## config.mk

```make
export PLATFORM = sky130hd
export DESIGN_NAME = conv_encoder
export DESIGN_NICKNAME = d
export VERILOG_FILES = /design/src/rtl/conv_encoder.sv
export SDC_FILE = /design/constraint.sdc
export NUM_CORES = 1
export LEC_CHECK = 0
export ABC_AREA = 1
export BUFFER_PORTS_ARGS = -buffer_cell sky130_fd_sc_hd__buf_2
export CELL_PAD_IN_SITES_DETAIL_PLACEMENT = 2
export CELL_PAD_IN_SITES_GLOBAL_PLACEMENT = 2
export CORE_MARGIN = 5
export CORE_UTILIZATION = 35
export CTS_CLUSTER_SIZE = 16
export DETAILED_ROUTE_END_ITERATION = 16
export GPL_TIMING_DRIVEN = 0
export HOLD_SLACK_MARGIN = 0.06
export PLACE_DENSITY_LB_ADDON = 0.1
export SYNTH_ARGS = -nofsm -noshare
export SYNTH_HDL_FRONTEND = slang
export SYNTH_SLANG_ARGS = --single-unit
```

## constraint.sdc

```tcl
create_clock -name Clock -period 2.8 [get_ports Clock]
set_input_delay 0.7 -clock Clock [delete_from_list [all_inputs] [get_ports Clock]]
set_output_delay 0.7 -clock Clock [all_outputs]
set_load 0.1 [all_outputs]
```

## src/rtl/conv_encoder.sv

```systemverilog
// rtl/conv_encoder.sv - K=7 rate-1/2 convolutional encoder (g0=133, g1=171) with 2/3 and 3/4 puncturing
// Serialises the kept coded bits one per clock through a two-entry pending buffer.
module conv_encoder #(
  parameter logic [1:0] RATE_DEFAULT = 2'b00
) (
  input  logic       Clock,
  input  logic       Reset,
  input  logic       Start,
  input  logic [1:0] Rate,
  input  logic       Input,
  input  logic       Input_Valid,
  output logic       Input_Ready,
  output logic       Output,
  output logic       Output_Valid
);

  logic [5:0] r_delay;   // r_delay[0] = d1 ... r_delay[5] = d6
  logic [1:0] r_rate;
  logic [1:0] r_ph;
  logic [1:0] r_pend;
  logic [1:0] r_n;
  logic       r_out;
  logic       r_out_valid;

  logic       w_xfer;
  logic [1:0] w_rate;
  logic [5:0] w_delay;
  logic [1:0] w_ph;
  logic [1:0] w_ph_next;
  logic       w_a;
  logic       w_b;
  logic       w_keep_a;
  logic       w_keep_b;
  logic       w_ph_last;
  logic [1:0] w_kbits;
  logic [1:0] w_nk;

  assign Input_Ready  = (r_n <= 2'd1);
  assign Output       = r_out;
  assign Output_Valid = r_out_valid;

  always_comb begin
    w_xfer    = Input_Valid & Input_Ready;
    // Start overrides the frame state for a bit transferred in the same cycle
    w_rate    = Start ? Rate : r_rate;
    w_delay   = Start ? 6'd0 : r_delay;
    w_ph      = Start ? 2'd0 : r_ph;
    w_a       = Input ^ w_delay[1] ^ w_delay[2] ^ w_delay[4] ^ w_delay[5];
    w_b       = Input ^ w_delay[0] ^ w_delay[1] ^ w_delay[2] ^ w_delay[5];
    w_keep_a  = 1'b1;
    w_keep_b  = 1'b1;
    w_ph_last = 1'b1;
    case (w_rate)
      2'b01: begin
        w_keep_b  = (w_ph == 2'd0);
        w_ph_last = (w_ph == 2'd1);
      end
      2'b10: begin
        w_keep_a  = (w_ph != 2'd2);
        w_keep_b  = (w_ph != 2'd1);
        w_ph_last = (w_ph == 2'd2);
      end
      default: begin
        w_keep_a  = 1'b1;
        w_keep_b  = 1'b1;
        w_ph_last = 1'b1;
      end
    endcase
    w_ph_next = w_ph_last ? 2'd0 : w_ph + 2'd1;
    w_kbits   = w_keep_a ? {w_b, w_a} : {1'b0, w_b};
    w_nk      = {1'b0, w_keep_a} + {1'b0, w_keep_b};
  end

  always_ff @(posedge Clock or posedge Reset) begin
    if (Reset) begin
      r_delay     <= 6'd0;
      r_rate      <= RATE_DEFAULT;
      r_ph        <= 2'd0;
      r_pend      <= 2'd0;
      r_n         <= 2'd0;
      r_out       <= 1'b0;
      r_out_valid <= 1'b0;
    end else begin
      r_out       <= (r_n != 2'd0) ? r_pend[0] : 1'b0;
      r_out_valid <= (r_n != 2'd0);
      // A transfer needs N<=1, so after this edge's emit nothing older remains
      if (w_xfer) begin
        r_pend <= w_kbits;
        r_n    <= w_nk;
      end else if (r_n != 2'd0) begin
        r_pend <= {1'b0, r_pend[1]};
        r_n    <= r_n - 2'd1;
      end
      if (Start) begin
        r_rate <= Rate;
      end
      if (w_xfer) begin
        r_delay <= {w_delay[4:0], Input};
        r_ph    <= w_ph_next;
      end else if (Start) begin
        r_delay <= 6'd0;
        r_ph    <= 2'd0;
      end
    end
  end

endmodule

```

==> metrics.txt, run 1 <==
Area growth syn-to-layout=12.2%; Setup Fix Bufs, Post-CTS=0; RSZ-0062 raised after global routing=no; DR WL/cell=15.2 um; hold_buf cts=0; core area=2730 sq um; Clock Path Buffers=2; crit path DAT=2640 ps; die extent in x=63.0 um; CTS buffer count=3; routed via count=897; CTS Sinks=16; Fillers=336; post_cts resized=0; critical path capture point type=flip-flop; H-Tree Depth=1; gr ovfl total=0; Clock Skews=10.1 ps; Routed Antenna Nets=0; Ant. Diodes=0; min Tclk post-route=2450 ps; Mean Syn Cell Area=7.39 sq um; final worst path period share=0.874; syn nets=148; status=complete, no violations; Slew Limit Fails=0; Post-Synthesis Cell Area=983 sq um; worst-path maximum fanout=10; Worst Tran Pin Value=646 ps; max_cap viols=0; PortBufs=9; DRC viols=0; worst vdd ir=0.522 mV; Total GRT Usage=0.149; Yosys warning total=0; initial antenna violation count=0; # rows=19; fraction of layout cells with a size suffix above 1=0.137; drt first pass iters=4; Cell variety after synth=16; vias in the first global route=1,014; Clock Pin Slew Worst Setup and Hold Paths=110 ps; CTS tree=built; Gate Count Post-Synth=133; Final setup viols=0; Yosys reg bits=16; initial core utilization=0.360; Hold Crit Class=input port to asynchronous set/reset pin; die height=63.0 um; Hold Worst Slack=472 ps; Worst-Skew Late Latency=290 ps; routed wire length=2.69 mm; hpwl dp=2.08 mm; Max transition margin=0.569; largest net degree at the start of global routing=17; critical path class=input port to flip-flop; LEAKAGE=0.586 nW; first-pass GRT wire length=4.70 mm; clk root buf=clkbuf_4; Hold Violations, Final=0; Critical Path RT=2990 ps; final setup TNS=0 ps; CP Launch Type=input port; Power Density=865 nW/um^2; DR vias/cell=5.07; maximum clock frequency=408 MHz; Routability Congestion=0.722; Final Net Count=162; post-synthesis sequential area ratio=0.407; DIE AREA=3970 sq um; # IOs=10; DRT iter0 DRCs=18
routing by layer:
metal	track usage	vias to the layer above	share of wire
li1	-	442	-
met1	0.162	437	0.42
met2	0.279	14	0.54
met3	0.0342	4	0.026
met4	0.0424	0	0.015
met5	0	-	0
power breakdown:
group	total, W	switching, W	internal, W
clock	0.000160	0.0000805	0.0000791
sequential	0.000317	0.0000284	0.000288
combinational	0.000478	0.000372	0.000106
critical path, cell delays in order:
cell	delay, ps
buf_2	170
inv_2	80
buf_6	150
or2_1	200
o21ai_0	110
inv_1	100
ha_1	300
a21oi_1	170
o21ai_0	150
ha_1	290
o21ai_0	160
inv_1	60
sequential cells by signal (all words and copies together), names as in the netlist:
register and cells:
r_ph 2, r_pend 2, r_rate 2, r_n 2, Output_Valid 1, r_delay 6, Output 1
synth_stat cells:
cell | number | area [sq um]
nand2_1 | 33 | 124
inv_1 | 24 | 90.1
nand3_1 | 17 | 85.1
dfrtp_1 | 16 | 400
o21ai_0 | 12 | 60.1
nor2_1 | 11 | 41.3
ha_1 | 8 | 100
nand2_2 | 2 | 12.5
nand3_2 | 2 | 20.0
or2_1 | 2 | 12.5
a21oi_1 | 1 | 5.00
a31oi_1 | 1 | 6.26
buf_2 | 1 | 5.00
buf_6 | 1 | 11.3
inv_2 | 1 | 3.75
nand4_1 | 1 | 6.26
logic make-up (layout without fill, tap and decap cells):
family,count (synthesis),in the layout,synth area share
AND/OR/NAND/NOR,68,68,0.307
buffers and inverters,27,40,0.112
adder cells (fa/ha/maj),8,8,0.102
AO/OA/AOI/OAI,14,14,0.0725
flip-flops,16,16,0.407
final timing paths:
path,start,to,slack [ps],depth (start not counted)
worst max-delay path,Start,r_n[0],350,12
worst min-delay path,Reset,r_n[0],470,2
worst max register to register,r_rate[1],r_n[0],860,8
worst min register to register,r_pend[1],r_pend[1],520,2
max in group asynchronous,Reset,r_pend[0],1900,2
min in group Clock,r_pend[1],r_pend[1],520,2
layout by cell type (no fill, tap or decap):
cell type,synthesis,routed
clkbuf_4,0,3
inv_2,1,1
buf_6,1,1
nand3_1,17,17
a21oi_1,1,1
nand2_2,2,2
clkbuf_8,0,1
nand2_1,33,33
nand4_1,1,1
or2_1,2,2
o21ai_0,12,12
nor2_1,11,11
nand3_2,2,2
a31oi_1,1,1
dfrtp_1,16,16
inv_1,24,24
ha_1,8,8
buf_2,1,10
layout make-up:
| cell class | instances | area [sq um] | area share |
|---|---|---|---|
| Inverter | 25 | 93.8 | 0.0850 |
| Timing Repair Buffer | 9 | 45.0 | 0.0408 |
| Tap cell | 31 | 38.8 | 0.0351 |
| Clock buffer | 4 | 36.3 | 0.0329 |
| Multi-Input combinational cell | 90 | 473 | 0.429 |
| Buffer | 2 | 16.3 | 0.0147 |
| Sequential cell | 16 | 400 | 0.363 |
stage by stage:
step | std cells | worst slack, ps | utilization | total power, W | cell area [sq um]
after floorplan | 133 | 560 | - | 0.000693 | 983
after global placement | 173 | 195 | 0.390 | 0.000780 | 1070
after detailed placement | 173 | 13.1 | 0.390 | 0.000808 | 1070
after CTS | 177 | 314 | 0.404 | 0.000972 | 1100
after global routing | 177 | 136 | 0.404 | 0.00103 | 1100
final | 177 | 351 | 0.404 | 0.000955 | 1100
Power figures use the tool's default switching activity.
==> inputs of run 2 (changes only) <==
--- a/config.mk
+++ b/config.mk
@@ -5,12 +5,11 @@
 export SDC_FILE = /design/constraint.sdc
 export NUM_CORES = 1
 export LEC_CHECK = 0
-export ABC_AREA = 1
 export BUFFER_PORTS_ARGS = -buffer_cell sky130_fd_sc_hd__buf_2
 export CELL_PAD_IN_SITES_DETAIL_PLACEMENT = 2
 export CELL_PAD_IN_SITES_GLOBAL_PLACEMENT = 2
 export CORE_MARGIN = 5
-export CORE_UTILIZATION = 35
+export CORE_UTILIZATION = 38
 export CTS_CLUSTER_SIZE = 16
 export DETAILED_ROUTE_END_ITERATION = 16
 export GPL_TIMING_DRIVEN = 0
==> run 2 against run 1 <==
Against the previous run:
- area after synthesis shrank 4.1%
- worst setup slack lost 53 ps
- maximum frequency shrank 2.1%
- combinational power shrank 3%
==> metrics.txt, run 2 <==
status=complete, no violations; crit path DAT=2710 ps (+70 ps); CTS buffer count=3 (unchanged); Power Density=897 nW/um^2 (+3.7%); Max transition margin=0.585 (+0.0162); DRC viols=0 (unchanged); Routability Congestion=0.696 (-3.6%); worst-path maximum fanout=10 (unchanged); LEAKAGE=0.522 nW (-11%); area leader, netlist=dfrtp_1; DIE AREA=3580 sq um (-9.8%); fin util=0.435 (+0.0315); Clock Skews=1.73 ps (-8.37 ps); Cell variety after synth=35 (+19); most common cell in the netlist=nand2_1; Area growth syn-to-layout=12.2% (about the same); Place WS=-264 ps (-277 ps); post-synthesis sequential area ratio=0.424 (+0.0173); Buf/Inv on CP=3 (-2); ys flop type=dfrtp_1; Post-synth EDFFs=0 (unchanged); Yosys reg bits=16 (unchanged); Synth async-reset ratio=1.00 (unchanged); Hold Violations, Final=0 (unchanged); Final setup viols=0 (unchanged); Final Cell Area=1060 sq um (-4.1%); largest net degree at the start of global routing=17 (unchanged); Final Net Count=129 (-20%); CP max stage cell=a211oi_1; Critical Path RT=3010 ps (+20 ps); CTS Sinks=16 (unchanged); most common cell after layout, fill and taps aside=nand2_1; Top Family by Delay on Critical Path=compound AO/OA/AOI/OAI gates; post-synth top area share=0.424 (+0.0173); PortBufs=8 (-1); first-pass GRT wire length=3.95 mm (-16%); Clock Pin Slew Worst Setup and Hold Paths=100 ps (about the same); fraction of layout cells with a size suffix above 1=0.159 (+0.0223); Setup Fix Bufs, Post-CTS=0 (unchanged); Routed Antenna Nets=0 (unchanged); CP peak stage delay=310 ps (about the same); Hold Crit Class=input port to asynchronous set/reset pin; max FFs per register=6 (unchanged); gr ovfl total=0 (unchanged); Clock Path Buffers=2 (unchanged); core area=2430 sq um (-11%); Worst Tran Pin Value=622 ps (-24.2 ps); Top reg by flops=r_delay; Worst-Skew Late Latency=290 ps (about the same); fin worst setup slack=298 ps (-53.1 ps); die extent in x=59.8 um (-5.0%); DR WL/cell=15.6 um (+3.0%); min Tclk post-route=2500 ps (+53.1 ps); worst vdd ir=0.546 mV (+4.6%); DR vias/cell=5.26 (+3.8%); Hold Worst Slack=462 ps (-10.4 ps); Yosys warning total=0 (unchanged); main area contributors after synthesis=dfrtp_1 (42%), ha_1 (11%), nand2_1 (7.6%); Gate Count Post-Synth=101 (-24%); H-Tree Depth=1 (unchanged); Post-Synthesis Cell Area=943 sq um (-4.1%); maximum clock frequency=400 MHz (-2.1%); initial antenna violation count=0 (unchanged); vias in the first global route=877 (-14%); commonest non-fill, non-tap cells in the layout=nand2_1 (19), dfrtp_1 (16), inv_1 (9), buf_2 (9), ha_1 (8); die height=59.8 um (-5.0%); placed inst area=1020 sq um (-4.3%); synth cell count leaders=nand2_1 (19), dfrtp_1 (16), inv_1 (9); syn nets=116 (-22%); Slew Limit Fails=0 (unchanged); drt first pass iters=2 (-2); critical path capture point type=flip-flop; R2R Setup Slk=880 ps (+20 ps); initial core utilization=0.388 (+0.0281); RSZ-0062 raised after global routing=no; hpwl dp=1.70 mm (-18%); clk root buf=clkbuf_4; routed via count=752 (-16%); CP Launch Type=input port; # rows=18 (-1); Total GRT Usage=0.154 (+0.00561); # IOs=10 (unchanged); CTS tree=built; Ant. Diodes=0 (unchanged); final worst path period share=0.893 (+0.0190); Mean Syn Cell Area=9.34 sq um (+26%); routed wire length=2.23 mm (-17%); DRT iter0 DRCs=19 (+1); CP Cell Sequence=buf_2 > clkbuf_2 > mux2i_1 > inv_1 > ha_1 > a21bo_2 > a211oi_1 > nor4_1 > o31ai_1; critical path class=input port to flip-flop; max_cap viols=0 (unchanged)
-- run 2: cell count changes after synthesis, moves of 3 or more --
cell | before | now
a21oi_1 | 1 | 7
clkbuf_1 | 0 | 3
inv_1 | 24 | 9
mux2i_1 | 0 | 3
nand2_1 | 33 | 19
nand2b_1 | 0 | 3
nand3_1 | 17 | 3
nor2_1 | 11 | 4
o21ai_0 | 12 | 1
-- run 2: routing by layer --
metal  wire length, um  vias to the layer above  GRT usage  part of all wire
met1               932                      371      0.161              0.42
met5                 0                        -          0                 0
met2              1180                       10      0.282              0.53
li1                  -                      367          -                 -
met3                77                        4     0.0324             0.034
met4                44                        0     0.0854             0.020
-- run 2: final cells by class --
type	count	area, sq um
fill	293	1370
multi-input combinational	72	493
sequential	16	400
timing repair buffer	8	40.0
tap	30	37.5
clock buffer	4	36.3
inverter	9	33.8
buffer	4	17.5
-- run 2: path summary, 6_finish.rpt --
| check | start | end | depth (start not counted) |
|---|---|---|---|
| min in group Clock | r_pend[0] | Output | 1 |
| max | Start | r_pend[0] | 9 |
| min | Reset | r_delay[0] | 2 |
| min reg2reg | r_pend[0] | Output | 1 |
| max reg2reg | r_rate[1] | r_pend[0] | 7 |
| max in group asynchronous | Reset | r_ph[1] | 2 |
-- run 2: report_power, final --
group | total, W | switching [W] | internal [W] | leakage (nW)
clock | 0.000160 | 0.0000804 | 0.0000793 | 0.0210
combinational | 0.000464 | 0.000333 | 0.000131 | 0.295
sequential | 0.000326 | 0.0000383 | 0.000288 | 0.206
-- run 2: what timing repair did --
item / in CTS / in global routing
gates resized for setup: 0 / 2
endpoints found under the setup margin: 0 / 2
hold endpoints to repair: 0 / 0
hold buffers: 0 / 0
-- run 2: cells by family (layout without fill, tap and decap cells) --
family	after synthesis	after routing	synth area share
xor gates and xnor gates	4	4	0.0451
muxes	4	4	0.0438
and+or+nand+nor	39	39	0.203
AOI/OAI and AO/OA	17	17	0.125
buffers and inverters	13	25	0.0530
adders and majority gates	8	8	0.106
DFF	16	16	0.424
-- run 2: worst reg2reg max path: stages, from the launching register on --
cell	delay [ps]
dfrtp_1	380
mux2i_1	180
inv_1	90
ha_1	280
a21bo_2	230
a211oi_1	310
nor4_1	120
o31ai_1	250
-- run 2: per-stage QoR --
| stage | instances | total power (W) | TNS, ps |
|---|---|---|---|
| final | 143 | 0.000950 | 0 |
| after global routing | 143 | 0.00103 | 0 |
| after CTS | 143 | 0.000973 | 0 |
| after detailed placement | 139 | 0.000804 | -683 |
| after global placement | 139 | 0.000783 | -471 |
| after floorplan | 101 | 0.000700 | 0 |
